## config.mk

```make
export PLATFORM = sky130hd
export DESIGN_NAME = animation_draw_car
export DESIGN_NICKNAME = d
export VERILOG_FILES = /design/src/rtl/animation_draw_car.sv
export SDC_FILE = /design/constraint.sdc
export NUM_CORES = 1
export LEC_CHECK = 0
export BUFFER_PORTS_ARGS = -buffer_cell sky130_fd_sc_hd__buf_2
export CORE_MARGIN = 4
export CORE_UTILIZATION = 56
export CTS_CLUSTER_SIZE = 24
export DETAILED_ROUTE_END_ITERATION = 10
export PLACE_DENSITY_LB_ADDON = 0.3
export SETUP_SLACK_MARGIN = 0.3
export SKIP_CTS_REPAIR_TIMING = 1
export SLEW_MARGIN = 20
export SYNTH_ARGS = -nofsm -noshare
export SYNTH_HDL_FRONTEND = slang
export SYNTH_SLANG_ARGS = --single-unit
```

## constraint.sdc

```tcl
create_clock -name iClock -period 3.15 [get_ports iClock]
set_clock_uncertainty 0.15 [all_clocks]
set_input_delay 0.315 -clock iClock [delete_from_list [all_inputs] [get_ports iClock]]
set_output_delay 0.315 -clock iClock [all_outputs]
set_load 0.02 [all_outputs]
```

## src/rtl/animation_draw_car.sv

```systemverilog
// Paints a 15x15 car sprite from ROM at a latched location, one pixel per clock.
// Define CAR_TRANSPARENT_EN to suppress plotting of TRANSPARENT_COLOUR pixels.
module animation_draw_car #(
    parameter int         SPRITE_W           = 15,
    parameter int         SPRITE_H           = 15,
    parameter int         ROM_LATENCY        = 2,
    parameter int         SCREEN_W           = 160,
    parameter int         SCREEN_H           = 120,
    parameter logic [8:0] TRANSPARENT_COLOUR = 9'h1FF
) (
    input  logic        iClock,
    input  logic        iResetn,
    input  logic        drawCar,
    input  logic [7:0]  RX,
    input  logic [6:0]  RY,
    input  logic [2:0]  Rdir,
    input  logic [8:0]  iSpriteQ,
    output logic [10:0] oSpriteAddr,
    output logic [7:0]  oX,
    output logic [6:0]  oY,
    output logic [8:0]  oColour,
    output logic        oPlot,
    output logic        drawCarDone,
    output logic        oBusy
);

    localparam int NPIX  = SPRITE_W * SPRITE_H;
    localparam int IDX_W = $clog2(NPIX);
    localparam int COL_W = $clog2(SPRITE_W);
    localparam int ROW_W = $clog2(SPRITE_H);
    localparam int DRN_W = $clog2(ROM_LATENCY + 1);

    localparam logic [IDX_W-1:0] IDX_LAST    = IDX_W'(NPIX - 1);
    localparam logic [ROW_W-1:0] ROW_LAST    = ROW_W'(SPRITE_H - 1);
    localparam logic [DRN_W-1:0] DRN_LAST    = DRN_W'(ROM_LATENCY - 1);
    localparam logic [10:0]      SPRITE_SIZE = 11'(NPIX);

`ifdef CAR_TRANSPARENT_EN
    localparam bit TRANS_EN = 1'b1;
`else
    localparam bit TRANS_EN = 1'b0;
`endif

    typedef enum logic [1:0] {
        IDLE,
        ISSUE,
        DRAIN,
        DONE
    } state_t;

    state_t state, next_state;

    logic [7:0]       rx_l;
    logic [6:0]       ry_l;
    logic [2:0]       dir_l;
    logic [IDX_W-1:0] idx;
    logic [COL_W-1:0] col;
    logic [ROW_W-1:0] row;
    logic [DRN_W-1:0] drain_cnt;

    logic [8:0] x_pipe [ROM_LATENCY];
    logic [7:0] y_pipe [ROM_LATENCY];
    logic       v_pipe [ROM_LATENCY];

    logic [8:0] x_sum, x_out;
    logic [7:0] y_sum, y_out;
    logic       v_out, on_screen, key_hit;

    always_ff @(posedge iClock or negedge iResetn) begin
        if (!iResetn) state <= IDLE;
        else          state <= next_state;
    end

    always_comb begin
        next_state = state;
        case (state)
            IDLE:    if (drawCar) next_state = ISSUE;
            ISSUE:   if (idx == IDX_LAST) next_state = DRAIN;
            DRAIN:   if (drain_cnt == DRN_LAST) next_state = DONE;
            DONE:    next_state = IDLE;
            default: next_state = IDLE;
        endcase
    end

    // Column-major walk: row runs down the column, then col steps right.
    always_ff @(posedge iClock or negedge iResetn) begin
        if (!iResetn) begin
            rx_l      <= '0;
            ry_l      <= '0;
            dir_l     <= '0;
            idx       <= '0;
            col       <= '0;
            row       <= '0;
            drain_cnt <= '0;
        end else begin
            case (state)
                IDLE: begin
                    if (drawCar) begin
                        rx_l  <= RX;
                        ry_l  <= RY;
                        dir_l <= Rdir;
                        idx   <= '0;
                        col   <= '0;
                        row   <= '0;
                    end
                end
                ISSUE: begin
                    idx       <= idx + 1'b1;
                    drain_cnt <= '0;
                    if (row == ROW_LAST) begin
                        row <= '0;
                        col <= col + 1'b1;
                    end else begin
                        row <= row + 1'b1;
                    end
                end
                DRAIN:   drain_cnt <= drain_cnt + 1'b1;
                default: ;
            endcase
        end
    end

    assign x_sum = {1'b0, rx_l} + 9'(col);
    assign y_sum = {1'b0, ry_l} + 8'(row);

    // Coordinates and valid travel alongside the ROM read so they meet iSpriteQ.
    always_ff @(posedge iClock or negedge iResetn) begin
        if (!iResetn) begin
            for (int i = 0; i < ROM_LATENCY; i++) begin
                x_pipe[i] <= '0;
                y_pipe[i] <= '0;
                v_pipe[i] <= 1'b0;
            end
        end else begin
            x_pipe[0] <= x_sum;
            y_pipe[0] <= y_sum;
            v_pipe[0] <= (state == ISSUE);
            for (int i = 1; i < ROM_LATENCY; i++) begin
                x_pipe[i] <= x_pipe[i-1];
                y_pipe[i] <= y_pipe[i-1];
                v_pipe[i] <= v_pipe[i-1];
            end
        end
    end

    assign x_out     = x_pipe[ROM_LATENCY-1];
    assign y_out     = y_pipe[ROM_LATENCY-1];
    assign v_out     = v_pipe[ROM_LATENCY-1];
    assign on_screen = (x_out < 9'(SCREEN_W)) && (y_out < 8'(SCREEN_H));
    assign key_hit   = TRANS_EN && (iSpriteQ == TRANSPARENT_COLOUR);

    assign oPlot       = v_out && on_screen && !key_hit;
    assign oColour     = v_out ? iSpriteQ : '0;
    assign oX          = x_out[7:0];
    assign oY          = y_out[6:0];
    assign oSpriteAddr = (state == ISSUE) ? (11'(dir_l) * SPRITE_SIZE + 11'(idx)) : '0;
    assign drawCarDone = (state == DONE);
    assign oBusy       = (state != IDLE);

endmodule

```

### Word level (Yosys, flattened, before mapping)

Cells that the tools add are included.

| word-level totals | value |
|---|---|
| register bits after elaboration | 74 |
| input bits | 30 |

| cells by class | value |
|---|---|
| add/sub/neg operators | 7 |
| multipliers | 1 |
| order comparisons | 2 |
| eq/ne operators | 10 |
| muxes and demuxes | 14 |
| reductions and logical operators | 10 |

Operators with widths:

| kind | number |
|---|---|
| one-hot mux 4 bit (2 select lines) | 2 |
| one-hot mux 8 bit (2 select lines) | 1 |
| two-way mux 4 bit | 3 |
| adder 11 x 8 -> 11 bit | 1 |
| multiplier 3 x 8 -> 11 bit, second input constant | 1 |
| two-way mux 11 bit | 1 |
| adder 8 x 4 -> 9 bit | 1 |
| less-than comparator 9 x 8 -> 1 bit, second input constant | 1 |
| two-way mux 9 bit | 1 |
| adder 4 x 1 -> 4 bit, second input constant | 2 |
| adder 7 x 4 -> 8 bit | 1 |
| adder 8 x 1 -> 8 bit, second input constant | 1 |
| equality test 8 bit, second input constant | 1 |
| less-than comparator 8 x 7 -> 1 bit, second input constant | 1 |
| two-way mux 8 bit | 1 |
| inequality test 2 bit, second input constant | 4 |
| one-hot mux 2 bit (4 select lines) | 1 |
| two-way mux 2 bit | 3 |
| AND reduction 3 bit | 2 |
| nonzero test 2 bit | 3 |
| equality test 2 x 1 -> 1 bit, second input constant | 2 |
| equality test 2 bit, second input constant | 2 |
| equality test 4 bit, second input constant | 1 |
| one-hot mux 2 bit (2 select lines) | 1 |
| 4 further kinds | 6 |

### Logic depth before layout (Yosys ltp)

Gate-level depths: netlist (run 1).

| depth | value |
|---|---|
| depth after elaboration | 3 |
| mapped depth | 9 |
| mapped depth without buffers | 9 |

### Worst setup path after synthesis (run 1)

OpenSTA, ideal clock, no wires.

| path | value |
|---|---|
| kind | register to output |
| start point | reg dir_l[0] |
| end point | out oSpriteAddr[10] |
| arrival time | 2.767 ns |
| required time | 2.685 ns |
| setup slack | -0.082 ns |
| stages on the path, launching flop included | 8 |
| path buffers | 0 |
| path through | dfrtp_1 fa_1 fa_1 ha_1 a21o_1 a31o_2 a31oi_1 mux2i_1 |

| between the ends | value |
|---|---|
| cells in the longest elaborated chain, start to end | 3 |

Ends and longest elaborated chain:

| what | line | text |
|---|---|---|
| start: declaration | 55 | `logic [2:0] dir_l;` |
| start signal: assignment | 101 | `dir_l <= Rdir;` |
| multiplier 3 x 8 -> 11 bit | 156 | `assign oSpriteAddr = (state == ISSUE) ? (11'(dir_l) * SPRITE_SIZE + 11'(idx)) : '0;` |
| adder 11 x 8 -> 11 bit | 156 |  |
| two-way mux 11 bit | 156 |  |
| end: declaration | 18 | `output logic [10:0] oSpriteAddr,` |

Every way passes these cells.

### Final worst setup path (run 1)

Ends and elaborated chain as after synthesis.

==> results of run 1 <==
[how the worst max path moves through the flow]
stage | from | endpoint | slack (ns) | cells past startpoint
after floorplan | dir_l[1]$_DFFE_PN0P_ | oSpriteAddr[10] | 0.10 | 7
after global placement | dir_l[1]$_DFFE_PN0P_ | oSpriteAddr[10] | 0.08 | 8
after detailed placement | dir_l[1]$_DFFE_PN0P_ | oSpriteAddr[10] | 0.03 | 8
after CTS | dir_l[1]$_DFFE_PN0P_ | oSpriteAddr[10] | -0.35 | 8
after global routing | dir_l[0]$_DFFE_PN0P_ | oSpriteAddr[10] | -0.44 | 8
final | dir_l[0]$_DFFE_PN0P_ | oSpriteAddr[10] | -0.35 | 8
[cells by family after synthesis]
logic type | count (synthesis) | share of synthesized area [%]
AO/OA/AOI/OAI | 49 | 7.84
XOR/XNOR | 19 | 4.31
adder cells (fa/ha/maj) | 41 | 14.5
buffers and inverters | 46 | 6.22
flip-flops | 74 | 48.0
multiplexers | 24 | 6.97
AND/OR/NAND/NOR | 86 | 12.2
[stage by stage]
| step | instance area, µm² | setup slack, ns | utilization [%] | std cells |
|---|---|---|---|---|
| 6_report | 4700 | -0.351 | 72.0 | 494 |
| 5_1_grt | 4700 | -0.436 | 72.0 | 494 |
| 4_1_cts | 4470 | -0.347 | 68.5 | 486 |
| 3_5_place_dp | 4240 | 0.0255 | 65.0 | 470 |
| 3_3_place_gp | 4240 | 0.0820 | 65.0 | 470 |
| 2_1_floorplan | 3900 | 0.102 | - | 339 |
[critical path: stages, from the launching register on]
cell     delay (ns)
dfrtp_1        0.41
fa_1           0.59
fa_1           0.47
ha_4           0.26
a21o_1         0.18
a31o_4         0.23
a31oi_4        0.17
mux2i_2        0.22
buf_4          0.16
[layout make-up]
cell class                 count  area (µm²)  share of cell area (%)
clock buffer                  10         138                    2.93
clock inverter                 6        90.1                    1.92
inverter                      25        93.8                    2.00
multi-input combinational    219        1950                    41.4
sequential                    74        1850                    39.4
tap                           77        96.3                    2.05
timing repair buffer          83         484                    10.3
[flip-flops by register name (all words and copies together) (netlist names)]
name       count
dir_l          3
y_pipe         8
state          2
v_out          1
col            4
x_pipe         9
v_pipe         1
idx            8
x_out          9
drain_cnt      2
y_out          8
row            4
ry_l           7
rx_l           8
[placed cells by master (no fill, tap or decap), types with 5 or more instances in the layout]
cell type,n
buf_4,18
and2_1,14
o21ai_0,17
inv_1,24
xor2_1,11
a21oi_1,8
fa_1,5
and3_1,5
nand2_1,15
ha_4,6
nand2b_1,6
dfrtp_1,73
mux2_2,19
ha_1,29
clkbuf_8,10
nand3_1,11
nor2_1,14
xnor2_1,8
buf_2,61
[power breakdown]
group / switching [mW] / internal [mW]
combinational: 0.0348 / 0.0220
clock: 0.352 / 0.469
sequential: 0 / 0.949
total: 0.387 / 1.44
[metal layers]
metal	share of wire, %	global-route usage, %
met1	41	23.8
met2	52	32.4
met3	5.2	5.04
met4	2.0	6.28
met5	0	0
==> impl_metrics.csv, run 1 <==
group,metric,value,unit
power_and_ir_drop,total_power,1.83,mW
timing,worst_slew_pin_slew,0.593,ns
placement,place_congestion,0.836,
drt,vias,2689,
die,start_util,59.1,%
setup_path,timing.rr.end,"idx[7]$_DFFE_PN0P_",
synth,avgSynthCellArea,11.4,µm²
drt,drc,0,
setup_path,r2r_slack,0.78,ns
setup_path,arrival,3.04,ns
clocking,cts_root_buffer,"clkbuf_8",
min_path,hold_path.startpoint,"RX[2]",
timing,hold_viol,0,
timing,finalSetupTns,-0.993,ns
clocking,cts.htree.levels,3,
timing,fin_crit_sh,111,%
power_and_ir_drop,irDropWorstVdd,0.000244,V
synth,post_synth_num_cell_types,38,
clocking,clock_sinks,74,
layout,drive_gt1_share,34.8,%
status,outcome,"finished, violations left",
timing,rsz0062_at_grt,"true",
synth,synth_nets,410,
synth,synthTopCellsByArea,"dfrtp_1 48%, ha_1 11%, mux2_2 5.5%",
min_path,min_to,"rx_l[2]$_DFFE_PN0P_",
synth,yosysWarnings,0,
clocking,cts_tree,"done",
setup_path,reg2reg_depth,7,
timing,post-route-min-period,3.50,ns
synth,yosysSeqAreaShare,48.0,%
setup_path,worstSetupPathType,"reg2out",
clocking,clock_latency,0.35,ns
timing,maxClockFrequency,286,MHz
min_path,hp-class,"in2reg",
clocking,cts_made_buffers,9,
drt,viasPerCell,5.44,
min_path,min_path_cells,2,
die,die_width,91.0,µm
clocking,cts_buffer_depth,2,
drt,wl_per_cell,16.1,µm
drt,wl,7.94,mm
synth,yosys.area.top_type,"dfrtp_1",
synth,post-synth-top-count-cell,"dfrtp_1",
global_route,grt_usage,19.1,%
drt,ant_nets,0,
drt,drt_iter0_drc,117,
die,rows,29,
synth,synth_edf_count,0,
timing,whs,0.0417,ns
synth,yosysTopAreaCellShare,48.0,%
drt,drtPass1Iterations,4,
global_route,grt_pass1_vias,2745,
timing,finalWorstSetupSlack,-0.351,ns
job,max_cap_violations,0,
power_and_ir_drop,power.density,388,nW/µm²
power_and_ir_drop,p_leak,2.42,nW
layout,syn_to_final_growth,21.8,%
placement,place_hpwl,5.47,mm
synth,ys_async_sr_fraction,100,%
layout,num-fill-cells,427,
layout,nets,483,
global_route,grt_max_degree,31,
setup_path,end_kind,"primary output",
synth,ys_ff_latch,74,
global_route,antenna_found_initial,0,
setup_path,r2r-start,"state[1]$_DFFE_PN0P_",
synth,synth_cells,339,
die,coreArea,6530,µm²
synth,synth-main-ff-cell,"dfrtp_1",
die,io_pins,68,
status,violations,"negative setup slack",
timing,slew_headroom,60.4,%
die,dieArea,8280,µm²
setup_path,startpoint_type,"register",
setup_path,path_max_fanout,2,
timing,setup_viol,4,
setup_path,cp.required,2.68,ns
global_route,grt_pass1_wl,12.7,mm
placement,numPortBuffers,67,
global_route,grt-ovfl-total,0,
die,die_y,91.0,µm
layout,insertedDiodeCount,0,
timing,final_max_slew_viol_count,0,
synth,synth_common_cells,"74 x dfrtp_1, 35 x ha_1, 25 x inv_1, 19 x mux2_2, 19 x o21ai_0",
clocking,clk_pin_slew_worst_paths,0.08,ns
synth,netlist_area,3860,µm²
(Power assumes the default switching activity.)
==> inputs of run 2 (changes only) <==
Settings changed: ABC_AREA from default to 1, CTS_CLUSTER_DIAMETER from default to 100.
==> impl_metrics.csv, run 2 <==
group,metric,value,unit
power_and_ir_drop,pwr-share-comb,45.5,%
die,coreArea,6830,µm²
drt,drtPass1Iterations,4,
clocking,clock_latency,0.35,ns
job,max_cap_violations,0,
synth,avgSynthCellArea,9.04,µm²
placement,place_hpwl,5.66,mm
layout,final_util,68.0,%
setup_path,arrival,2.79,ns
synth,yosysTopAreaCellShare,46.6,%
synth,synth_common_cells,"113 x nand2_1, 74 x dfrtp_1, 62 x inv_1, 35 x ha_1",
placement,placed_area,4300,µm²
power_and_ir_drop,p_clk_share,19.7,%
power_and_ir_drop,seqPwrFrac,34.8,%
synth,synth_cells,440,
setup_path,startpoint_type,"register",
layout,multi_input_area,1780,µm²
clocking,cts_tree,"done",
setup_path,max_stage_delay,0.53,ns
setup_path,critPathSlowestCell,"fa_1",
placement,place_congestion,0.861,
power_and_ir_drop,p_int,2.63,mW
clocking,cts_root_buffer,"clkbuf_8",
drt,drt_iter0_drc,119,
global_route,grt_max_degree,40,
timing,post-route-min-period,3.26,ns
setup_path,crit_chain,"fa_1 > fa_1 > ha_4 > nand2_1 > nand2_1 > a21oi_1 > nand3_1 > nand2_1 > nor2_2 > buf_6",
layout,nets,572,
timing,finalSetupTns,-0.303,ns
synth,synth-main-ff-cell,"dfrtp_1",
global_route,antenna_found_initial,0,
synth,yosys.area.top_type,"dfrtp_1",
synth,post_synth_num_cell_types,34,
clocking,cts_buffer_depth,2,
clocking,cts_made_buffers,9,
die,die_width,92.3,µm
setup_path,end_kind,"primary output",
synth,synthTopCellsByArea,"dfrtp_1 47%, ha_1 11%, nand2_1 11%",
drt,viasPerCell,4.97,
synth,ys_ff_latch,74,
status,violations,"negative setup slack",
setup_path,critPathTopFamily,"adder cells",
die,rows,30,
timing,fin_crit_sh,103,%
timing,whs,0.0108,ns
layout,design_area,4640,µm²
synth,synth_nets,511,
drt,ant_nets,0,
power_and_ir_drop,total_power,4.53,mW
setup_path,cpMostUsedCell,"nand2_1",
timing,setup_viol,3,
power_and_ir_drop,power.density,975,nW/µm²
layout,layout_commonest_cell,"nand2_1",
timing,final_max_slew_viol_count,0,
setup_path,worstSetupPathType,"reg2out",
drt,wl,7.75,mm
synth,yosysSeqAreaShare,46.6,%
timing,rsz0062_at_grt,"true",
placement,dp_slack,0.166,ns
power_and_ir_drop,p_leak,2.54,nW
min_path,hp-class,"in2reg",
clocking,cts.htree.levels,3,
global_route,grt_usage,20.0,%
clocking,clock_sinks,74,
global_route,grt_pass1_wl,13.5,mm
layout,instances_no_fill,602,
layout,most-common-layout-cells,"110 x nand2_1, 70 x dfrtp_1, 62 x buf_2",
drt,drc,0,
synth,post-synth-top-count-cell,"nand2_1",
layout,syn_to_final_growth,16.8,%
drt,vias,2991,
setup_path,worst-path-buf-inv,1,
layout,drive_gt1_share,23.3,%
timing,maxClockFrequency,307,MHz
layout,insertedDiodeCount,0,
setup_path,path_max_fanout,5,
synth,netlist_area,3980,µm²
timing,slew_headroom,45.3,%
drt,wl_per_cell,12.9,µm
setup_path,cp.required,2.68,ns
status,outcome,"finished, violations left",
global_route,grt-ovfl-total,0,
layout,num-fill-cells,563,
timing,hold_viol,0,
power_and_ir_drop,swShare,41.9,%
die,dieArea,8510,µm²
timing,worst_slew_pin_slew,0.820,ns
power_and_ir_drop,irDropWorstVdd,0.000544,V
placement,dp_cells,583,
die,die_y,92.3,µm
synth,ys_async_sr_fraction,100,%
die,start_util,58.2,%
die,io_pins,68,
layout,ff_latch_area,1860,µm²
placement,numPortBuffers,67,
synth,yosysWarnings,0,
clocking,clk_pin_slew_worst_paths,0.08,ns
power_and_ir_drop,switchingPower,1.90,mW
global_route,grt_pass1_vias,3007,
synth,synth_edf_count,0,
timing,finalWorstSetupSlack,-0.108,ns
-- run 2: cell types whose count changed after synthesis, sizes merged, moves of 4 or more --
cell    delta
inv       +40
o21ai      +5
nor2       +8
a21oi     +11
and3       -7
xnor2      -5
and2      -14
nor2b      -6
nand3     +10
nand2    +103
mux2i      -4
mux2      -20
nand2b     -6
-- run 2: final cells by class --
type	count	share of cell area, %
multi-input combinational	279	38.2
sequential	74	40.0
timing repair buffer	72	8.70
clock buffer	10	2.75
tap	96	2.59
clock inverter	6	2.48
inverter	65	5.25
-- run 2: cells by family (layout without fill, tap and decap cells) --
group	count (synthesis)	after routing	synth area share, %
flip-flops	74	74	46.6
AO/OA/AOI/OAI	50	50	6.95
buffers and inverters	87	153	10.1
adder cells (fa/ha/maj)	41	41	14.0
AND/OR/NAND/NOR	177	177	19.9
XOR/XNOR	11	11	2.42
-- run 2: path summary, 6_finish.rpt --
path / to / depth (start not counted) / start / slack (ns)
hold / removal: rx_l[0]$_DFFE_PN0P_ / 3 / RX[0] / 0.01
setup reg to reg: idx[7]$_DFFE_PN0P_ / 10 / state[1]$_DFFE_PN0P_ / 1.07
hold reg to reg: y_out[5]$_DFF_PN0_ / 0 / y_pipe[13]$_DFF_PN0_ / 0.20
setup / recovery: oSpriteAddr[10] / 10 / dir_l[1]$_DFFE_PN0P_ / -0.11
min in group asynchronous: y_pipe[12]$_DFF_PN0_ / 2 / iResetn / 0.45
max in group asynchronous: dir_l[0]$_DFFE_PN0P_ / 3 / iResetn / 1.70
-- run 2: layer usage --
| layer | wire (µm) | share of wire (%) | vias up | track usage (%) |
|---|---|---|---|---|
| li1 | - | - | 1496 | - |
| met1 | 3430 | 44 | 1434 | 24.9 |
| met2 | 3930 | 51 | 53 | 34.8 |
| met3 | 327 | 4.2 | 8 | 5.00 |
| met4 | 66 | 0.85 | 0 | 4.83 |
| met5 | 0 | 0 | - | 0 |
-- run 2: power groups by stage --
stage | clock network (mW) | registers (mW) | logic, mW
after CTS | 0.904 | 1.58 | 1.92
after floorplan | 0 | 1.52 | 1.58
final | 0.893 | 1.57 | 2.06
after detailed placement | 0 | 1.59 | 1.90
after global routing | 0.955 | 1.63 | 2.34
after global placement | 0 | 1.57 | 1.82
-- run 2: worst register-to-register path, delay by kind of cell (launching register included) --
kind / cells / cell delay [ns]
adders and majority gates: 1 / 0.44
and+or+nand+nor: 7 / 0.58
DFF: 1 / 0.42
buffers and inverters: 2 / 0.39
